<file path="src/rtl/mem_copy_engine.sv">
// ----------------------------------------------------------------------------
// mem_copy_engine
//
// Block-copy engine placed directly in front of the data memory. While idle
// the core's load/store signals pass straight through to the memory port.
// When started, the engine owns the port and copies `length` bytes from
// `src_addr` to `dst_addr` one byte at a time in ascending order. Each byte
// takes a READ cycle (combinational memory read into a holding register)
// followed by a WRITE cycle (clocked memory write). A FIN cycle pulses `done`
// before the port is returned to the core.
//
// Ports
//   CLK        in   system clock, rising edge active
//   RESET      in   asynchronous active-high reset
//   start      in   copy request, sampled only while idle
//   src_addr   in   first source address
//   dst_addr   in   first destination address
//   length     in   byte count, 0 means no copy
//   cpu_addr   in   core load/store address
//   cpu_wdata  in   core store data
//   cpu_we     in   core store enable
//   mem_rdata  in   combinational read data from the data memory
//   mem_addr   out  address to the data memory
//   mem_wdata  out  write data to the data memory
//   mem_we     out  write enable to the data memory
//   busy       out  engine owns the memory port, core must stall
//   done       out  one-cycle completion pulse
// ----------------------------------------------------------------------------
module mem_copy_engine #(
    parameter int unsigned ADDR_W = 8,
    parameter int unsigned DATA_W = 8
) (
    input  logic              CLK,
    input  logic              RESET,
    input  logic              start,
    input  logic [ADDR_W-1:0] src_addr,
    input  logic [ADDR_W-1:0] dst_addr,
    input  logic [ADDR_W-1:0] length,
    input  logic [ADDR_W-1:0] cpu_addr,
    input  logic [DATA_W-1:0] cpu_wdata,
    input  logic              cpu_we,
    input  logic [DATA_W-1:0] mem_rdata,
    output logic [ADDR_W-1:0] mem_addr,
    output logic [DATA_W-1:0] mem_wdata,
    output logic              mem_we,
    output logic              busy,
    output logic              done
);

    localparam logic [1:0] StIdle  = 2'd0;
    localparam logic [1:0] StRead  = 2'd1;
    localparam logic [1:0] StWrite = 2'd2;
    localparam logic [1:0] StFin   = 2'd3;

    localparam logic [ADDR_W-1:0] AddrOne = {{(ADDR_W-1){1'b0}}, 1'b1};

    logic [1:0]        state_q, state_d;
    logic [ADDR_W-1:0] idx_q,   idx_d;
    logic [DATA_W-1:0] buf_q,   buf_d;
    logic [ADDR_W-1:0] src_q,   src_d;
    logic [ADDR_W-1:0] dst_q,   dst_d;
    logic [ADDR_W-1:0] len_q,   len_d;

    // Byte pointers; the adds wrap modulo 2^ADDR_W by truncation.
    logic [ADDR_W-1:0] src_ptr;
    logic [ADDR_W-1:0] dst_ptr;
    logic [ADDR_W-1:0] idx_inc;

    always_comb begin
        src_ptr = src_q + idx_q;
        dst_ptr = dst_q + idx_q;
        idx_inc = idx_q + AddrOne;
    end

    // ------------------------------------------------------------------------
    // Next-state logic
    // ------------------------------------------------------------------------
    always_comb begin
        state_d = state_q;
        idx_d   = idx_q;
        buf_d   = buf_q;
        src_d   = src_q;
        dst_d   = dst_q;
        len_d   = len_q;

        unique case (state_q)
            StIdle: begin
                if (start) begin
                    // Only the latched copies are used from here on; the
                    // request inputs may change freely after this edge.
                    src_d   = src_addr;
                    dst_d   = dst_addr;
                    len_d   = length;
                    idx_d   = '0;
                    state_d = (length != '0) ? StRead : StFin;
                end
            end
            StRead: begin
                buf_d   = mem_rdata;
                state_d = StWrite;
            end
            StWrite: begin
                idx_d   = idx_inc;
                state_d = (idx_inc == len_q) ? StFin : StRead;
            end
            StFin: begin
                state_d = StIdle;
            end
            default: begin
                state_d = StIdle;
            end
        endcase
    end

    // ------------------------------------------------------------------------
    // State registers
    // ------------------------------------------------------------------------
    always_ff @(posedge CLK or posedge RESET) begin
        if (RESET) begin
            state_q <= StIdle;
            idx_q   <= '0;
            buf_q   <= '0;
            src_q   <= '0;
            dst_q   <= '0;
            len_q   <= '0;
        end else begin
            state_q <= state_d;
            idx_q   <= idx_d;
            buf_q   <= buf_d;
            src_q   <= src_d;
            dst_q   <= dst_d;
            len_q   <= len_d;
        end
    end

    // ------------------------------------------------------------------------
    // Memory port mux and status outputs
    // ------------------------------------------------------------------------
    // The async reset forces IDLE, so during reset the port follows the core.
    always_comb begin
        mem_addr  = cpu_addr;
        mem_wdata = cpu_wdata;
        mem_we    = cpu_we;
        busy      = 1'b0;
        done      = 1'b0;

        unique case (state_q)
            StIdle: begin
                mem_addr  = cpu_addr;
                mem_wdata = cpu_wdata;
                mem_we    = cpu_we;
            end
            StRead: begin
                mem_addr  = src_ptr;
                mem_wdata = buf_q;
                mem_we    = 1'b0;
                busy      = 1'b1;
            end
            StWrite: begin
                mem_addr  = dst_ptr;
                mem_wdata = buf_q;
                mem_we    = 1'b1;
                busy      = 1'b1;
            end
            StFin: begin
                // Port stays on the engine side so a held cpu_we cannot leak.
                mem_addr  = src_ptr;
                mem_wdata = buf_q;
                mem_we    = 1'b0;
                busy      = 1'b1;
                done      = 1'b1;
            end
            default: begin
                mem_addr  = cpu_addr;
                mem_wdata = cpu_wdata;
                mem_we    = 1'b0;
            end
        endcase
    end

endmodule

</file>
<file path="config.mk">
export PLATFORM = sky130hd
export DESIGN_NAME = mem_copy_engine
export DESIGN_NICKNAME = d
export VERILOG_FILES = /design/src/rtl/mem_copy_engine.sv
export SDC_FILE = /design/constraint.sdc
export NUM_CORES = 1
export LEC_CHECK = 0
export ABC_AREA = 1
export CORE_ASPECT_RATIO = 1.2
export CORE_MARGIN = 2
export CORE_UTILIZATION = 35
export CTS_BUF_LIST = sky130_fd_sc_hd__clkbuf_8
export CTS_CLUSTER_DIAMETER = 30
export CTS_CLUSTER_SIZE = 24
export DETAILED_ROUTE_END_ITERATION = 8
export GPL_TIMING_DRIVEN = 0
export HOLD_SLACK_MARGIN = 0.08
export SLEW_MARGIN = 15
export SYNTH_ARGS = -nofsm -noshare
export SYNTH_HDL_FRONTEND = slang
export SYNTH_SLANG_ARGS = --single-unit
export TNS_END_PERCENT = 100
</file>
<file path="constraint.sdc">
create_clock -name CLK -period 3 [get_ports CLK]
set_input_delay 0.9 -clock CLK [delete_from_list [all_inputs] [get_ports CLK]]
set_output_delay 0.9 -clock CLK [all_outputs]
set_load 0.01 [all_outputs]
</file>
### Word-level counts from Yosys, hierarchy flattened

Index checks and enable logic that the tools add are counted.

* register bits: 42
* input bits: 52
* output and inout port bits: 19
* logic and storage cells: 32

* $add $sub $neg: 3
* eq/ne operators: 5
* muxes and demuxes: 11
* reduce and logical (&&, ||, !) cells: 7

Operators with widths (count)
* 8-bit case mux with 2 select lines: 2
* 8-bit case mux with 3 select lines: 1
* 8-bit adder: 2
* 8-bit by 1-bit adder with 8-bit output (second input constant): 1
* 8-bit == test: 1
* 8-bit 2-to-1 mux: 1
* 2-bit case mux with 4 select lines: 1
* 8-bit nonzero test: 1
* 2-bit 2-to-1 mux: 3
* 2-bit == test (second input constant): 2
* 2-bit AND reduction: 2
* 1-bit case mux with 3 select lines: 1
* 3-bit OR reduction: 1
* 2-bit by 1-bit == test with 1-bit output (second input constant): 1
* 2-bit zero test: 1
* 1-bit 2-to-1 mux: 2
* 2-bit != test (second input constant): 1
* 2-bit nonzero test: 1
* 2-bit OR reduction: 1

### Logic depth before layout (Yosys ltp)

Gate-level depths: netlist of run 1.

* depth after elaboration: 4
* mapped depth: 14
* mapped depth without buffers: 13

### Worst setup path after synthesis of run 1

Ideal clock, no wire load.

* kind: flip-flop to output port
* start point: register state_q[0]
* end point: output port mem_addr[6]
* arrival: 1998 ps
* path slack: 102 ps
* stages on the path, launching flop included: 14
* path buffers: 1
* cell sequence: dfrtp_1 -> inv_2 -> clkbuf_1 -> nand2_1 -> nand2_1 -> ha_1 -> fa_1 -> nand3_1 -> nand3_1 -> nand2_1 -> nand2_1 -> nand2_1 -> nand3_1 -> a31oi_1

* longest elaborated chain between the ends: 3

Ends and longest elaborated chain
* from (decl): RTL line 57 `logic [1:0] state_q, state_d;`
* from (signal assigned): RTL line 120 `state_q <= StIdle;`
* from (signal assigned): RTL line 127 `state_q <= state_d;`
* 2-bit == test or 2-bit by 1-bit == test with 1-bit output (tied branches): RTL line 147 `unique case (state_q)`
* 2-bit OR reduction (no source line)
* 8-bit case mux with 3 select lines (*): RTL line 147
* to (decl): RTL line 43 `output logic [ADDR_W-1:0] mem_addr,`

Mark *: on every way between the ends. The rest lies on a longest branch, timed or not.

### Worst setup path in the final report of run 1

Ends and elaborated chain as after synthesis.

==> results of run 1 <==
-- critical path, delay by kind of cell (launching register included) --
family | cells | cell delay (ps)
adder cells (fa/ha/maj) | 2 | 530
buffers and inverters | 2 | 300
AND/OR/NAND/NOR | 8 | 570
AO/OA/AOI/OAI | 1 | 130
flip-flops | 1 | 460
-- through the flow --
step / instances / power [uW] / utilization [%]
finish: 537 / 3489 / 52.80
global route: 537 / 3797 / 52.80
floorplan: 359 / 2038 / -
CTS: 534 / 3472 / 52.28
detailed placement: 517 / 2864 / 48.45
global placement: 516 / 2827 / 48.16
-- worst max-delay path by stage --
stage	start	end	cells after the start
after floorplan	state_q[0]$_DFFE_PP0P_	mem_addr[6]	13
after global placement	state_q[0]$_DFFE_PP0P_	mem_addr[5]	15
after detailed placement	state_q[0]$_DFFE_PP0P_	mem_addr[5]	15
after CTS	state_q[0]$_DFFE_PP0P_	mem_addr[6]	13
after global routing	state_q[0]$_DFFE_PP0P_	mem_addr[6]	13
final	state_q[0]$_DFFE_PP0P_	mem_addr[6]	13
-- final cells by class --
cell class                 instances  area [sq um]  area share (%)
buffer                            13         77.57           2.131
clock buffer                       5         68.82           1.890
clock inverter                     3         45.04           1.237
inverter                          35         136.4           3.746
multi-input combinational        268          1363           37.42
sequential                        42          1052           28.90
tap                               87         108.9           2.990
timing repair buffer              84         789.5           21.68
-- power groups by stage --
stage / logic (uW) / clock network (uW) / registers (uW)
after floorplan: 1120 / 0 / 916
after global placement: 1880 / 0 / 948
after detailed placement: 1910 / 0 / 955
after CTS: 2040 / 483 / 948
after global routing: 2320 / 497 / 984
final: 2060 / 468 / 956
-- what timing repair did --
action                                  CTS  global route
setup buffers                            10             3
resized for setup                        50            10
pin swaps                                15             7
endpoints found under the setup margin   16            14
-- logic make-up (layout without fill, tap and decap cells) --
group	after synthesis	in the layout	synth area share (%)
buffers and inverters	49	140	8.271
DFF	42	42	41.85
and+or+nand+nor	210	210	34.13
adders and majority gates	10	10	5.282
AOI/OAI and AO/OA	47	47	10.11
xor gates and xnor gates	1	1	0.3488
-- cells in the mapped netlist --
master	n	area share, %
nand2_1	153	23
dfrtp_1	42	42
inv_1	32	4.8
nand3_1	24	4.8
nor2_1	22	3.3
o21ai_0	21	4.2
a21oi_1	14	2.8
ha_1	9	4.5
buf_2	6	1.2
o22ai_1	5	1.2
clkbuf_1	4	0.60
a31oi_1	3	0.75
inv_2	3	0.45
buf_4	2	0.60
nand2_2	2	0.50
nand4_1	2	0.50
nor2_4	2	0.90
nor4_1	2	0.50
a21o_1	1	0.30
buf_6	1	0.45
clkbuf_2	1	0.20
fa_1	1	0.80
nand3b_1	1	0.30
o21a_1	1	0.30
o21ai_1	1	0.20
o21ai_2	1	0.35
or2_1	1	0.25
or2_2	1	0.25
xor2_1	1	0.35
-- layer usage --
metal / track usage [%] / wire [microns]
met5: 0 / 0
met4: 6.128 / 144
met3: 3.451 / 413
met2: 32.85 / 3448
met1: 23.74 / 3133
-- flip-flops by register name, indices dropped and copies added, names as in the netlist --
register / count
dst_q: 8
idx_q: 8
src_q: 8
buf_q: 8
state_q: 2
len_q: 8
==> flow_summary.json, run 1 <==
{
  "drive_above_1_share_pct": 16.00,
  "synth_seq_cells": 42,
  "clock_skew_ps": 10.34,
  "hold_path_depth": 2,
  "holdWs_ps": 482.2,
  "min_period_ps": 3223,
  "die_y_microns": 96.79,
  "crit_required_ps": 2100,
  "grtUsageTotal_pct": 19.13,
  "comb_power_share_pct": 59.2,
  "grt_max_degree": 33,
  "ff2ff_path_depth": 8,
  "placed_cell_area_sq_mm": 0.003341,
  "die-area_sq_mm": 0.007871,
  "die_x_microns": 81.33,
  "reg2reg_to": "dst_q[0]$_DFFE_PP0P_",
  "drc": 0,
  "htreeDepth": 2,
  "p_leak_uw": 0.001795,
  "worst_slew_pin_slew_ps": 521.7,
  "firstDrtPassIters": 4,
  "rows": 33,
  "r2r-start": "state_q[0]$_DFFE_PP0P_",
  "hold_viol_final": 0,
  "final.setup.tns_ps": -666.3,
  "netlist-cell-type-count": 29,
  "peakVddDrop_uv": 434.7,
  "grt_pass1_wl_mm": 11.67,
  "syn_area_per_cell_sq_um": 6.995,
  "critical_path_class": "reg -> out",
  "clk_latency_ps": 310,
  "setup_viol": 4,
  "slew_headroom_pct": 65.22,
  "cts_buffers": 5,
  "path_cells": "buf_6, nand2_2, nand2_1, ha_2, fa_2, nand3_2, nand3_2, nand2_2, nand2_1, nand2_1, nand3_1, a31oi_1, buf_2",
  "p_per_area_mw_per_mm2": 958.3,
  "syn-num-nets": 421,
  "io_pins": 71,
  "hold_path_class": "reg -> reg",
  "worstPathMaxFanout": 6,
  "max_freq_ghz": 0.3103,
  "cp_slowest_cell": "dfrtp_2",
  "clk_path_buf_depth": 2,
  "root_buffer": "clkbuf_8",
  "violations": "negative setup slack",
  "port_buffers": 70,
  "yosysSeqAreaShare_pct": 41.85,
  "diodes": 0,
  "ys_warn_count": 0,
  "clock_sinks": 42,
  "cp-end-kind": "primary output",
  "status": "finished, violations left",
  "grt_pass1_vias": 2489,
  "wl_mm": 7.140,
  "dp_hpwl_mm": 5.220,
  "drtAntennaViolNets": 0,
  "min_from": "src_q[7]$_DFFE_PP0P_",
  "final_common_cell": "nand2_1",
  "p_int_uw": 1978,
  "start_kind": "flop",
  "final_area_sq_mm": 0.003641,
  "gp_congestion": 0.8544,
  "path_common_cell": "nand2_1",
  "area_delta_synth_final_pct": 44.99,
  "grt-ovfl-total": 0,
  "fillers": 696,
  "fin_nets": 511,
  "clkPwrFrac_pct": 13.4,
  "drv_cap": 0,
  "coreArea_sq_mm": 0.006895,
  "swShare_pct": 43.31,
  "grt_setup_unrepaired": "true",
  "hold_path_end": "src_q[7]$_DFFE_PP0P_",
  "switching_power_uw": 1511,
  "regToRegSetupSlack_ps": 1160,
  "vias": 2598,
  "post-route-period-util_pct": 107.4,
  "arrival_ps": 2320,
  "tritoncts": "yes",
  "worst_slack_ps": -222.6,
  "pwr-share-seq_pct": 27.4,
  "slowest_delay_ps": 460,
  "grt_antenna_before_repair": 0,
  "initial_utilization_pct": 36.42,
  "drv_slew": 0,
  "routedWlPerCell_microns": 13.30,
  "clkTransAtPathRegs_ps": 90,
  "syn_area_sq_mm": 0.002511,
  "layout_common_cells": "nand2_1, clkdlybuf4s50_1, dfrtp_1",
  "hold_buffers": 0,
  "vias_per_cell": 4.838,
  "place_ws_ps": -631.2,
  "drt_iter0_markers": 128,
  "syn_inst": 359
}
Note: power is estimated with default switching activity, not from simulation.
==> inputs of run 2 (changes only) <==
Settings changed: CAP_MARGIN set to 20, GPL_TIMING_DRIVEN 0 to unset.
==> flow_summary.json, run 2 (same netlist as run 1, synthesis figures left out) <==
{
  "status": "finished, violations left",
  "violations": "negative setup slack",
  "drt_iter0_markers": 80,
  "slew_headroom_pct": 63.39,
  "rows": 33,
  "grtUsageTotal_pct": 17.62,
  "fillers": 696,
  "drc": 0,
  "post-route-period-util_pct": 104.5,
  "worst_slack_ps": -135.8,
  "area_delta_synth_final_pct": 45.89,
  "path_cells": "buf_6, nand2_4, nand2_4, ha_4, fa_2, nand3_2, nand3_2, nand2_2, nand2_1, nand2_1, nand3_1, a31oi_1, buf_2",
  "worstPathMaxFanout": 4,
  "r2r-start": "idx_q[0]$_DFFE_PP0P_",
  "die_x_microns": 81.33,
  "min_period_ps": 3136,
  "hold_path_end": "dst_q[6]$_DFFE_PP0P_",
  "initial_utilization_pct": 36.42,
  "worst_slew_pin_slew_ps": 549.1,
  "hold_path_class": "reg -> reg",
  "cp_slowest_cell": "dfrtp_1",
  "dp_hpwl_mm": 4.844,
  "vias_per_cell": 4.670,
  "clock_skew_ps": 4.725,
  "drive_above_1_share_pct": 16.44,
  "root_buffer": "clkbuf_8",
  "min_from": "dst_q[6]$_DFFE_PP0P_",
  "port_buffers": 70,
  "clk_latency_ps": 290,
  "ff2ff_path_depth": 11,
  "layout_common_cells": "nand2_1, clkdlybuf4s50_1, dfrtp_1",
  "cts_buffers": 5,
  "critical_path_class": "reg -> out",
  "die_y_microns": 96.79,
  "wl_mm": 6.595,
  "vias": 2508,
  "crit_required_ps": 2100,
  "p_per_area_mw_per_mm2": 935.6,
  "fin_nets": 511,
  "gp_congestion": 0.7878,
  "diodes": 0,
  "drtAntennaViolNets": 0,
  "grt_pass1_wl_mm": 11.09,
  "setup_viol": 5,
  "reg2reg_to": "state_q[1]$_DFFE_PP0P_",
  "final_area_sq_mm": 0.003664,
  "hold_buffers": 0,
  "peakVddDrop_uv": 374.3,
  "drv_cap": 0,
  "routedWlPerCell_microns": 12.28,
  "max_freq_ghz": 0.3189,
  "htreeDepth": 2,
  "final_cells": 537,
  "cp-end-kind": "primary output",
  "start_kind": "flop",
  "dp_cells": 523,
  "tritoncts": "yes",
  "p_leak_uw": 0.001813,
  "coreArea_sq_mm": 0.006895,
  "clk_path_buf_depth": 2,
  "die-area_sq_mm": 0.007871,
  "hold_viol_final": 0,
  "placed_cell_area_sq_mm": 0.003402,
  "arrival_ps": 2240,
  "grt-ovfl-total": 0,
  "grt_setup_unrepaired": "true",
  "final_common_cell": "nand2_1",
  "io_pins": 71,
  "grt_max_degree": 43,
  "regToRegSetupSlack_ps": 1230,
  "slowest_delay_ps": 440,
  "grt_antenna_before_repair": 0,
  "firstDrtPassIters": 6,
  "hold_path_depth": 2,
  "grt_pass1_vias": 2393,
  "clkTransAtPathRegs_ps": 80,
  "drv_slew": 0,
  "clock_sinks": 42
}
==> run 2: changes by cell type in the layout (fill, tap and decap cells not counted), moves of 2 or more <==
cell / delta
nand2_4: +2
buf_4: +9
inv_1: +2
clkinvlp_4: -2
nand2_1: -6
nand2_2: +4
clkbuf_2: -3
buf_2: -7
==> run 2: per-stage QoR <==
stage               utilization (%)  hold WS (ps)  TNS, ps  total power, uW  worst slack [ps]
detailed placement            49.34         465.1   -811.0             2921            -248.1
global placement              49.34         465.2   -662.6             2896            -214.4
finish                        53.13         492.7   -279.5             3428            -135.8
CTS                           52.55         494.9   -244.1             3398            -141.1
global route                  53.13         529.7   -898.8             3770            -283.4
floorplan                         -         448.7        0             2038             101.9
==> run 2: power by group <==
group | switching [uW] | total, uW | internal (uW)
clock | 208 | 370 | 161
sequential | 139 | 942 | 803
combinational | 1130 | 2120 | 983
total | 1480 | 3430 | 1950
==> run 2: worst max-delay path by stage <==
stage / start / endpoint / slack (ps) / cells past startpoint
global placement: state_q[0]$_DFFE_PP0P_ / mem_addr[6] / -210 / 13
floorplan: state_q[0]$_DFFE_PP0P_ / mem_addr[6] / 100 / 13
detailed placement: state_q[0]$_DFFE_PP0P_ / mem_addr[6] / -250 / 13
global route: state_q[0]$_DFFE_PP0P_ / mem_addr[6] / -280 / 13
CTS: state_q[0]$_DFFE_PP0P_ / mem_addr[6] / -140 / 13
finish: state_q[0]$_DFFE_PP0P_ / mem_addr[6] / -140 / 13
==> run 2: area by class of cell <==
class | count | area, sq um | area share [%]
tap | 87 | 108.9 | 2.971
inverter | 35 | 131.4 | 3.586
sequential | 42 | 1051 | 28.69
clock buffer | 5 | 68.82 | 1.878
clock inverter | 3 | 17.52 | 0.4781
multi-input combinational | 268 | 1395 | 38.08
timing repair buffer | 97 | 890.9 | 24.32
==> run 2: worst max-delay path, delay by kind of cell (launching register included) <==
kind	cells	cell delay, ps
simple gates	8	540
fa+ha+maj	2	510
flops	1	440
buf+inv	2	300
compound gates	1	160
==> run 2: timing repair <==
action | CTS | global route
pin swaps | 15 | 7
resized for setup | 51 | 9
setup endpoints to repair | 7 | 8
buffers inserted | 5 | 1
==> run 2: metal layers <==
| metal | vias to the layer above | share of wire, % | global-route usage (%) |
|---|---|---|---|
| li1 | 1312 | - | - |
| met5 | - | 0 | 0 |
| met2 | 62 | 49 | 29.57 |
| met4 | 0 | 1.5 | 5.085 |
| met1 | 1123 | 45 | 22.95 |
| met3 | 11 | 4.7 | 2.892 |
==> inputs of run 3 (changes only) <==
Settings changed: PLACE_DENSITY_LB_ADDON set to 0.1.
==> flow_summary.json, run 3 (same netlist as run 1, synthesis figures left out) <==
{
  "vias_per_cell": 4.744,
  "dp_hpwl_mm": 4.883,
  "initial_utilization_pct": 36.42,
  "die-area_sq_mm": 0.007871,
  "hold_viol_final": 0,
  "max_freq_ghz": 0.3234,
  "hold_buffers": 0,
  "root_buffer": "clkbuf_8",
  "slew_headroom_pct": 63.85,
  "area_delta_synth_final_pct": 47.98,
  "critical_path_class": "reg -> out",
  "die_x_microns": 81.33,
  "drt_iter0_markers": 99,
  "wl_mm": 6.698,
  "clock_sinks": 42,
  "clkPwrFrac_pct": 15.5,
  "status": "finished, violations left",
  "violations": "negative setup slack",
  "grtUsageTotal_pct": 17.77,
  "p_int_uw": 2154,
  "grt_antenna_before_repair": 0,
  "firstDrtPassIters": 4,
  "cp_slowest_cell": "dfrtp_1",
  "fin_nets": 509,
  "grt-ovfl-total": 0,
  "path_common_cell": "nand2_2",
  "grt_pass1_vias": 2462,
  "drv_slew": 0,
  "drive_above_1_share_pct": 16.52,
  "grt_max_degree": 43,
  "worstPathMaxFanout": 4,
  "die_y_microns": 96.79,
  "cts_buffers": 5,
  "grt_setup_unrepaired": "true",
  "layout_common_cells": "nand2_1, clkdlybuf4s50_1, dfrtp_1",
  "path_cells": "buf_6, nand2_2, nand2_2, ha_4, nand3_2, nand2_2, buf_6, nand4_1, a21o_1, a31oi_1, buf_2",
  "worst_slew_pin_slew_ps": 542.3,
  "final_common_cell": "nand2_1",
  "hold_path_class": "reg -> reg",
  "setup_viol": 3,
  "post-route-period-util_pct": 103.1,
  "port_buffers": 70,
  "swShare_pct": 40.97,
  "clk_latency_ps": 300,
  "routedWlPerCell_microns": 12.52,
  "rows": 33,
  "clkTransAtPathRegs_ps": 90,
  "drtAntennaViolNets": 0,
  "pwr-share-seq_pct": 25.8,
  "peakVddDrop_uv": 405.5,
  "clock_skew_ps": 10.35,
  "p_per_area_mw_per_mm2": 982.0,
  "coreArea_sq_mm": 0.006895,
  "min_period_ps": 3092,
  "comb_power_share_pct": 58.6,
  "p_leak_uw": 0.001826,
  "worst_slack_ps": -92.41,
  "crit_required_ps": 2100,
  "tritoncts": "yes",
  "gp_congestion": 0.7998,
  "cp-end-kind": "primary output",
  "diodes": 0,
  "start_kind": "flop",
  "post-route-util_pct": 53.89,
  "arrival_ps": 2190,
  "drv_cap": 0,
  "drc": 0,
  "worst-path-buf-inv": 3,
  "htreeDepth": 2,
  "critPathTopFamily": "flip-flops",
  "switching_power_uw": 1495,
  "grt_pass1_wl_mm": 11.01,
  "holdWs_ps": 486.0,
  "io_pins": 71,
  "slowest_delay_ps": 430,
  "vias": 2538,
  "clk_path_buf_depth": 2
}
-- run 3: changes by cell type in the layout (fill, tap and decap cells not counted), sizes merged --
cell,delta
inv,-1
clkbuf,+2
buf,-2
clkinv,-2
clkdlybuf4s15,-1
bufinv,+2
-- run 3: power by group through the flow --
stage / clock (uW) / combinational [uW] / sequential [uW]
final: 566 / 2140 / 942
after global routing: 598 / 2410 / 969
after detailed placement: 0 / 2000 / 941
after CTS: 579 / 2000 / 932
after floorplan: 0 / 1120 / 916
after global placement: 0 / 1980 / 933
-- run 3: worst paths after layout --
| path | startpoint | to | slack (ps) | cells past startpoint |
|---|---|---|---|---|
| setup / recovery | state_q[0]$_DFFE_PP0P_ | mem_addr[7] | -90 | 11 |
| hold / removal | src_q[6]$_DFFE_PP0P_ | src_q[6]$_DFFE_PP0P_ | 490 | 2 |
| setup reg to reg | idx_q[1]$_DFFE_PP0P_ | state_q[1]$_DFFE_PP0P_ | 1260 | 11 |
| hold reg to reg | src_q[6]$_DFFE_PP0P_ | src_q[6]$_DFFE_PP0P_ | 490 | 2 |
| max in group asynchronous | RESET | idx_q[3]$_DFFE_PP0P_ | 1590 | 3 |
| min in group asynchronous | RESET | buf_q[3]$_DFFE_PP0N_ | 1030 | 3 |
-- run 3: layer usage --
layer	vias up	global-route usage [%]	share of wire [%]
li1	1309	-	-
met1	1156	21.45	43
met2	64	31.46	50
met3	9	3.078	5.3
met4	0	5.215	1.4
met5	-	0	0
-- run 3: stage by stage --
| stage | worst slack (ps) | setup TNS (ps) | total power [uW] | instances | cell area (sq um) |
|---|---|---|---|---|---|
| 2_1_floorplan | 101.9 | 0 | 2038 | 359 | 2511 |
| 4_1_cts | -91.65 | -226.6 | 3513 | 534 | 3596 |
| 3_5_place_dp | -257.2 | -840.9 | 2941 | 524 | 3410 |
| 6_report | -92.41 | -225.5 | 3649 | 535 | 3716 |
| 5_1_grt | -217.6 | -767.6 | 3973 | 535 | 3716 |
| 3_3_place_gp | -204.9 | -610.6 | 2913 | 524 | 3410 |
-- run 3: final cells by class --
type | count | area, sq um
Multi-Input combinational cell | 268 | 1411
Timing Repair Buffer | 95 | 870.8
Inverter | 35 | 131.4
Fill cell | 688 | 3179
Clock buffer | 6 | 82.58
Tap cell | 87 | 108.9
Clock inverter | 2 | 60.06
Sequential cell | 42 | 1051
-- run 3: tightest hold or removal path, delay by kind of cell, from the launching register on --
kind             cells  cell delay, ps
and+or+nand+nor      2             110
DFF                  1             350
-- run 3: what timing repair did --
action	in CTS	in global routing
setup buffers	2	3
pin swaps	4	18
setup endpoints to repair	7	8
gates resized for setup	33	28
